### src/rtl/centroid_tracker.sv
// centroid_tracker: classifies RGB pixels against NUM_CH colour boxes, accumulates
// per-channel count and coordinate sums per frame, and emits serially divided centroids.
module centroid_tracker #(
   parameter int NUM_CH     = 2,
   parameter int DATA_W     = 12,
   parameter int COORD_W    = 11,
   parameter int FRAME_W    = 640,
   parameter int FRAME_H    = 480,
   parameter int MIN_PIXELS = 16
) (
   input  logic                                    iCLK,
   input  logic                                    iRST,
   input  logic                                    iDVAL,
   input  logic [DATA_W-1:0]                       iRed,
   input  logic [DATA_W-1:0]                       iGreen,
   input  logic [DATA_W-1:0]                       iBlue,
   input  logic [COORD_W-1:0]                      iX_Cont,
   input  logic [COORD_W-1:0]                      iY_Cont,
   input  logic [NUM_CH*3*DATA_W-1:0]              iLo,
   input  logic [NUM_CH*3*DATA_W-1:0]              iHi,
   input  logic                                    iREADY,
   output logic                                    oDVAL,
   output logic [((NUM_CH>1)?$clog2(NUM_CH):1)-1:0] oCh,
   output logic [COORD_W-1:0]                      oX,
   output logic [COORD_W-1:0]                      oY,
   output logic                                    oFound,
   output logic                                    oOverrun
);
   localparam int CNT_W = $clog2(FRAME_W*FRAME_H+1);
   localparam int SUM_W = CNT_W+COORD_W;
   localparam int CH_W  = (NUM_CH > 1) ? $clog2(NUM_CH) : 1;
   localparam int CFG_W = 3*DATA_W;
   localparam int DC_W  = $clog2(SUM_W+1);

   typedef enum logic [1:0] {IDLE, LOAD, DIV, EMIT} state_t;

   logic [NUM_CH*CFG_W-1:0] lo_q, hi_q, lo_c, hi_c;
   logic                    sof;
   logic [NUM_CH-1:0]       match, s1_match;
   logic [COORD_W-1:0]      s1_x, s1_y;
   logic                    s1_eof;
   logic [CNT_W-1:0]        acc_cnt [NUM_CH];
   logic [SUM_W-1:0]        acc_sx [NUM_CH];
   logic [SUM_W-1:0]        acc_sy [NUM_CH];
   logic [CNT_W-1:0]        nxt_cnt [NUM_CH];
   logic [SUM_W-1:0]        nxt_sx [NUM_CH];
   logic [SUM_W-1:0]        nxt_sy [NUM_CH];
   logic [CNT_W-1:0]        res_cnt [NUM_CH];
   logic [SUM_W-1:0]        res_sx [NUM_CH];
   logic [SUM_W-1:0]        res_sy [NUM_CH];
   state_t                  state;
   logic [CH_W-1:0]         ch;
   logic [DC_W-1:0]         step;
   logic [CNT_W-1:0]        dvsr, rx, ry;
   logic [SUM_W-1:0]        qx, qy;
   logic [CNT_W:0]          shx, shy;
   logic                    gex, gey;

   // The first pixel of a frame already classifies against the config it latches.
   assign sof  = iDVAL && iX_Cont == '0 && iY_Cont == '0;
   assign lo_c = sof ? iLo : lo_q;
   assign hi_c = sof ? iHi : hi_q;

   always_ff @(posedge iCLK or negedge iRST) begin
      if (!iRST) begin
         lo_q <= '0;
         hi_q <= '0;
      end else if (sof) begin
         lo_q <= iLo;
         hi_q <= iHi;
      end
   end

   always_comb begin
      match = '0;
      for (int c = 0; c < NUM_CH; c++)
         match[c] = iDVAL
            && iRed   >= lo_c[c*CFG_W+2*DATA_W +: DATA_W] && iRed   <= hi_c[c*CFG_W+2*DATA_W +: DATA_W]
            && iGreen >= lo_c[c*CFG_W+DATA_W   +: DATA_W] && iGreen <= hi_c[c*CFG_W+DATA_W   +: DATA_W]
            && iBlue  >= lo_c[c*CFG_W          +: DATA_W] && iBlue  <= hi_c[c*CFG_W          +: DATA_W];
   end

   always_ff @(posedge iCLK or negedge iRST) begin
      if (!iRST) begin
         s1_match <= '0;
         s1_x     <= '0;
         s1_y     <= '0;
         s1_eof   <= 1'b0;
      end else begin
         s1_match <= match;
         s1_x     <= iX_Cont;
         s1_y     <= iY_Cont;
         s1_eof   <= iDVAL && iX_Cont == COORD_W'(FRAME_W-1) && iY_Cont == COORD_W'(FRAME_H-1);
      end
   end

   always_comb begin
      for (int c = 0; c < NUM_CH; c++) begin
         nxt_cnt[c] = acc_cnt[c] + CNT_W'(s1_match[c]);
         nxt_sx[c]  = acc_sx[c] + (s1_match[c] ? SUM_W'(s1_x) : '0);
         nxt_sy[c]  = acc_sy[c] + (s1_match[c] ? SUM_W'(s1_y) : '0);
      end
   end

   always_ff @(posedge iCLK or negedge iRST) begin
      if (!iRST) begin
         for (int c = 0; c < NUM_CH; c++) begin
            acc_cnt[c] <= '0;
            acc_sx[c]  <= '0;
            acc_sy[c]  <= '0;
         end
      end else begin
         for (int c = 0; c < NUM_CH; c++) begin
            acc_cnt[c] <= s1_eof ? '0 : nxt_cnt[c];
            acc_sx[c]  <= s1_eof ? '0 : nxt_sx[c];
            acc_sy[c]  <= s1_eof ? '0 : nxt_sy[c];
         end
      end
   end

   // Restoring division step shared divisor; remainder stays below the divisor.
   assign shx = {rx, qx[SUM_W-1]};
   assign shy = {ry, qy[SUM_W-1]};
   assign gex = shx >= {1'b0, dvsr};
   assign gey = shy >= {1'b0, dvsr};

   always_ff @(posedge iCLK or negedge iRST) begin
      if (!iRST) begin
         state    <= IDLE;
         ch       <= '0;
         step     <= '0;
         dvsr     <= '0;
         rx       <= '0;
         ry       <= '0;
         qx       <= '0;
         qy       <= '0;
         oDVAL    <= 1'b0;
         oCh      <= '0;
         oX       <= '0;
         oY       <= '0;
         oFound   <= 1'b0;
         oOverrun <= 1'b0;
         for (int c = 0; c < NUM_CH; c++) begin
            res_cnt[c] <= '0;
            res_sx[c]  <= '0;
            res_sy[c]  <= '0;
         end
      end else begin
         oOverrun <= s1_eof && state != IDLE;
         if (s1_eof && state == IDLE)
            for (int c = 0; c < NUM_CH; c++) begin
               res_cnt[c] <= nxt_cnt[c];
               res_sx[c]  <= nxt_sx[c];
               res_sy[c]  <= nxt_sy[c];
            end
         case (state)
            IDLE: if (s1_eof) begin
               state <= LOAD;
               ch    <= '0;
            end
            LOAD: begin
               dvsr  <= res_cnt[ch];
               qx    <= res_sx[ch];
               qy    <= res_sy[ch];
               rx    <= '0;
               ry    <= '0;
               step  <= '0;
               state <= DIV;
            end
            DIV: if (step == DC_W'(SUM_W)) begin
               oDVAL  <= 1'b1;
               oCh    <= ch;
               oX     <= dvsr == '0 ? '0 : qx[COORD_W-1:0];
               oY     <= dvsr == '0 ? '0 : qy[COORD_W-1:0];
               oFound <= dvsr != '0 && dvsr >= CNT_W'(MIN_PIXELS);
               state  <= EMIT;
            end else begin
               rx   <= gex ? CNT_W'(shx - {1'b0, dvsr}) : shx[CNT_W-1:0];
               ry   <= gey ? CNT_W'(shy - {1'b0, dvsr}) : shy[CNT_W-1:0];
               qx   <= {qx[SUM_W-2:0], gex};
               qy   <= {qy[SUM_W-2:0], gey};
               step <= step + 1'b1;
            end
            EMIT: if (iREADY) begin
               oDVAL <= 1'b0;
               state <= ch == CH_W'(NUM_CH-1) ? IDLE : LOAD;
               ch    <= ch == CH_W'(NUM_CH-1) ? '0 : ch + 1'b1;
            end
            default: state <= IDLE;
         endcase
      end
   end
endmodule
### config.mk
export PLATFORM = sky130hd
export DESIGN_NAME = centroid_tracker
export DESIGN_NICKNAME = d
export VERILOG_FILES = /design/src/rtl/centroid_tracker.sv
export SDC_FILE = /design/constraint.sdc
export NUM_CORES = 2
export LEC_CHECK = 0
export CORE_MARGIN = 8
export CORE_UTILIZATION = 35
export CTS_BUF_LIST = sky130_fd_sc_hd__clkbuf_8
export CTS_CLUSTER_DIAMETER = 120
export DETAILED_ROUTE_END_ITERATION = 7
export PLACE_DENSITY_LB_ADDON = 0.12
export SYNTH_ARGS = -nofsm -noshare
export SYNTH_HDL_FRONTEND = slang
export SYNTH_SLANG_ARGS = --single-unit
export TNS_END_PERCENT = 100
### constraint.sdc
create_clock -name iCLK -period 4.1 [get_ports iCLK]
set_clock_uncertainty 0.05 [all_clocks]
set_input_delay 0.82 -clock iCLK [delete_from_list [all_inputs] [get_ports iCLK]]
set_output_delay 0.82 -clock iCLK [all_outputs]
set_load 0.01 [all_outputs]
==> metrics.yaml <==
fillers: 8863
setup-violations-final: 0
dp_cells: 4635
post-route-min-period_ps: 3950
p_switching_mw: 5.91
max-cap-violations: 0
r2r-start: "s1_match[1]"
worst-path-max-fanout: 24
grt-ovfl-total: 0
syn_area_um2: 32600
via_per_inst: 5.00
timing.hold.ws_ps: 425
worst_setup_path_start_kind: "input port"
synth_common_cells: "636 x dfrtp_1, 311 x nand2_1, 253 x nor2_1, 236 x ha_1, 220 x o21ai_0"
clkSinkCount: 636
worstHoldPathType: "flop to flop"
synth_edf_count: 0
first_global_vias: 25600
ys_warn_count: 0
power-per-cell-area_nw_per_um2: 460
rsz0062_at_grt: "no"
postSynthCellCount: 3141
nets: 3947
seq_power_share: 0.408
coreArea_um2: 92900
chipHeight_um: 321
grt_max_degree: 130
required_ps: 4730
critPathArrivalTime_ps: 4580
synth_seq_cells: 636
finalHoldViolations: 0
drive_above_1_share: 0.122
cts_root_buf: "clkbuf_8"
pin_count: 232
start_util: 0.351
path_clk_slew_ps: 60
hpwl_mm: 66.6
wirelength_mm: 90.6
fin_cells: 4844
ys_seq_area_frac: 0.488
dr.pass1.iters: 5
cts_tree: "built"
placementRows: 112
fmax_ghz: 0.253
die_area_um2: 103000
syn-num-nets: 3589
postCtsSetupBuffers: 0
peakVddDrop_mv: 0.332
htreeDepth: 3
multiInputGateArea_um2: 15500
pwr-share-comb: 0.252
yosys.area.top_type: "dfrtp_1"
intPower_mw: 12.4
routedWlPerCell_um: 18.7
ant_nets: 0
critical_path.endpoint_type: "flop"
drcViolationCount: 0
syn_avg_cell_area_um2: 10.4
worstMarginPinSlew_ps: 1050
grt_pass1_wl_mm: 145
timing.final.crit_share: 0.963
yosysMostFrequentCell: "dfrtp_1"
synthArstFlopShare: 1.00
maxSlewViolCount: 0
drtIter0Drc: 1328
ff2ff_path_depth: 10
utilization: 0.428
area_growth_syn_to_layout_pct: 21.8
critPathLaunch: "iY_Cont[9]"
yosys-top-cells-area: "dfrtp_1 49%, ha_1 9.1%, mux2i_1 6.1%, nand2_1 3.6%, o21ai_0 3.4%"
yosys.cell_types.count: 76
vias: 24200
port_buffers: 231
clock_latency_ps: 750
p_leak_nw: 19.2
gp_congestion: 0.868
synth_flop_cell: "dfrtp_1"
dieWidth_um: 321
swShare: 0.324
relSlewSlack: 0.297
critPathKind: "input port to flop"
track_usage: 0.175
regArea_um2: 15900
clockBufferDepth: 3
min_path_cells: 2
cts_buffers: 115
synth_top_area_frac: 0.488
antenna_found_initial: 18
clockPowerShare: 0.341
status: "complete, no violations"
hp-start: "res_sx[9]"
==> final timing paths <==
kind | endpoint | slack (ps)
max | s1_match[1] | 150
min in group asynchronous | res_cnt[35] | 590
max in group asynchronous | hi_q[67] | 2170
min reg2reg | res_sx[9] | 430
max reg2reg | res_sx[29] | 450
min | res_sx[9] | 430
==> what timing repair did <==
item,CTS,global route
hold buffers,1,0
endpoints found under the hold margin,58,0
pin swaps,0,1
setup endpoints to repair,1,2
resized for setup,2,10
==> layer usage <==
metal	track usage	up-vias	routed length (um)
met1	0.234	11800	42300
met5	0	-	124
met4	0.0520	18	2420
li1	-	11700	-
met3	0.0456	180	5000
met2	0.277	484	40800
==> kinds of logic after synthesis <==
family	Yosys count	share of synthesized area
AO/OA/AOI/OAI	638	0.132
XOR/XNOR	177	0.0475
adder cells (fa/ha/maj)	242	0.0942
buffers and inverters	324	0.0385
flip-flops	636	0.488
multiplexers	242	0.0760
AND/OR/NAND/NOR	882	0.124
==> power groups by stage <==
stage	Clock [mW]	Sequential, mW	Combinational [mW]
CTS	6.47	7.46	4.64
global placement	0	7.55	4.51
finish	6.22	7.45	4.60
global route	6.73	7.52	5.12
floorplan	0	7.24	3.27
detailed placement	0	7.56	4.63
==> layout by cell type, fill, tap and decap left out, types with 8 or more instances in the layout <==
cell / netlist / final
nor4_1: 15 / 12
buf_4: 0 / 124
o21bai_1: 14 / 14
o31ai_1: 10 / 10
ha_1: 236 / 236
mux2_2: 44 / 44
clkbuf_8: 0 / 143
nor3_1: 34 / 33
nand3_1: 53 / 53
inv_1: 193 / 226
dfrtp_1: 636 / 634
and3_1: 34 / 34
buf_12: 0 / 13
nand4_1: 47 / 47
o21ai_0: 220 / 220
a21oi_1: 124 / 122
a32oi_1: 14 / 14
and2_1: 51 / 51
o311ai_1: 8 / 8
nand2_1: 311 / 309
a22o_1: 24 / 24
a21o_1: 60 / 60
diode_2: 0 / 9
and4_1: 8 / 8
xor2_1: 93 / 93
mux2i_1: 198 / 196
o221a_2: 53 / 53
a31oi_1: 9 / 9
a211oi_1: 9 / 9
xnor2_1: 84 / 84
o21a_1: 24 / 23
clkdlybuf4s50_1: 0 / 230
clkinv_2: 0 / 9
nor2_1: 253 / 252
nand2b_1: 22 / 22
nor2b_1: 30 / 29
==> state kept, by name (all words and copies together), names as in the netlist, 11 cells and up <==
register / count
acc_sx: 60
qx: 30
s1_y: 11
qy: 30
ry: 19
acc_cnt: 38
hi_q: 72
res_cnt: 38
s1_x: 11
acc_sy: 60
rx: 19
lo_q: 72
res_sx: 60
oY: 11
dvsr: 19
res_sy: 60
oX: 11
==> per-stage QoR <==
stage / TNS, ps / cell area [um2] / power, mW / setup WS (ps)
after floorplan: 0 / 32600 / 10.5 / 160
after global placement: -1550 / 37200 / 12.1 / -784
after detailed placement: -1670 / 37200 / 12.2 / -899
after CTS: 0 / 39700 / 18.6 / 33.1
after global routing: 0 / 39700 / 19.4 / 20.1
final: 0 / 39700 / 18.3 / 150
==> critical path: stages <==
cell	delay, ps
clkdlybuf4s50_1	530
nor4_4	340
buf_4	160
nand3_1	160
nor2_4	200
buf_4	220
buf_12	220
buf_6	190
buf_4	210
mux2i_1	250
ha_1	280
a21o_1	190
a21oi_1	150
a21oi_1	100
nor4_2	300
and4_1	210
==> final cells by class <==
type / count / area share
sequential: 636 / 0.401
multi-input combinational: 2181 / 0.391
timing repair buffer: 372 / 0.0895
clock buffer: 143 / 0.0495
tap: 1254 / 0.0395
inverter: 193 / 0.0182
clock inverter: 56 / 0.0108
antenna: 9 / 0.000567
No activity file was read; power rests on OpenSTA's default activity.
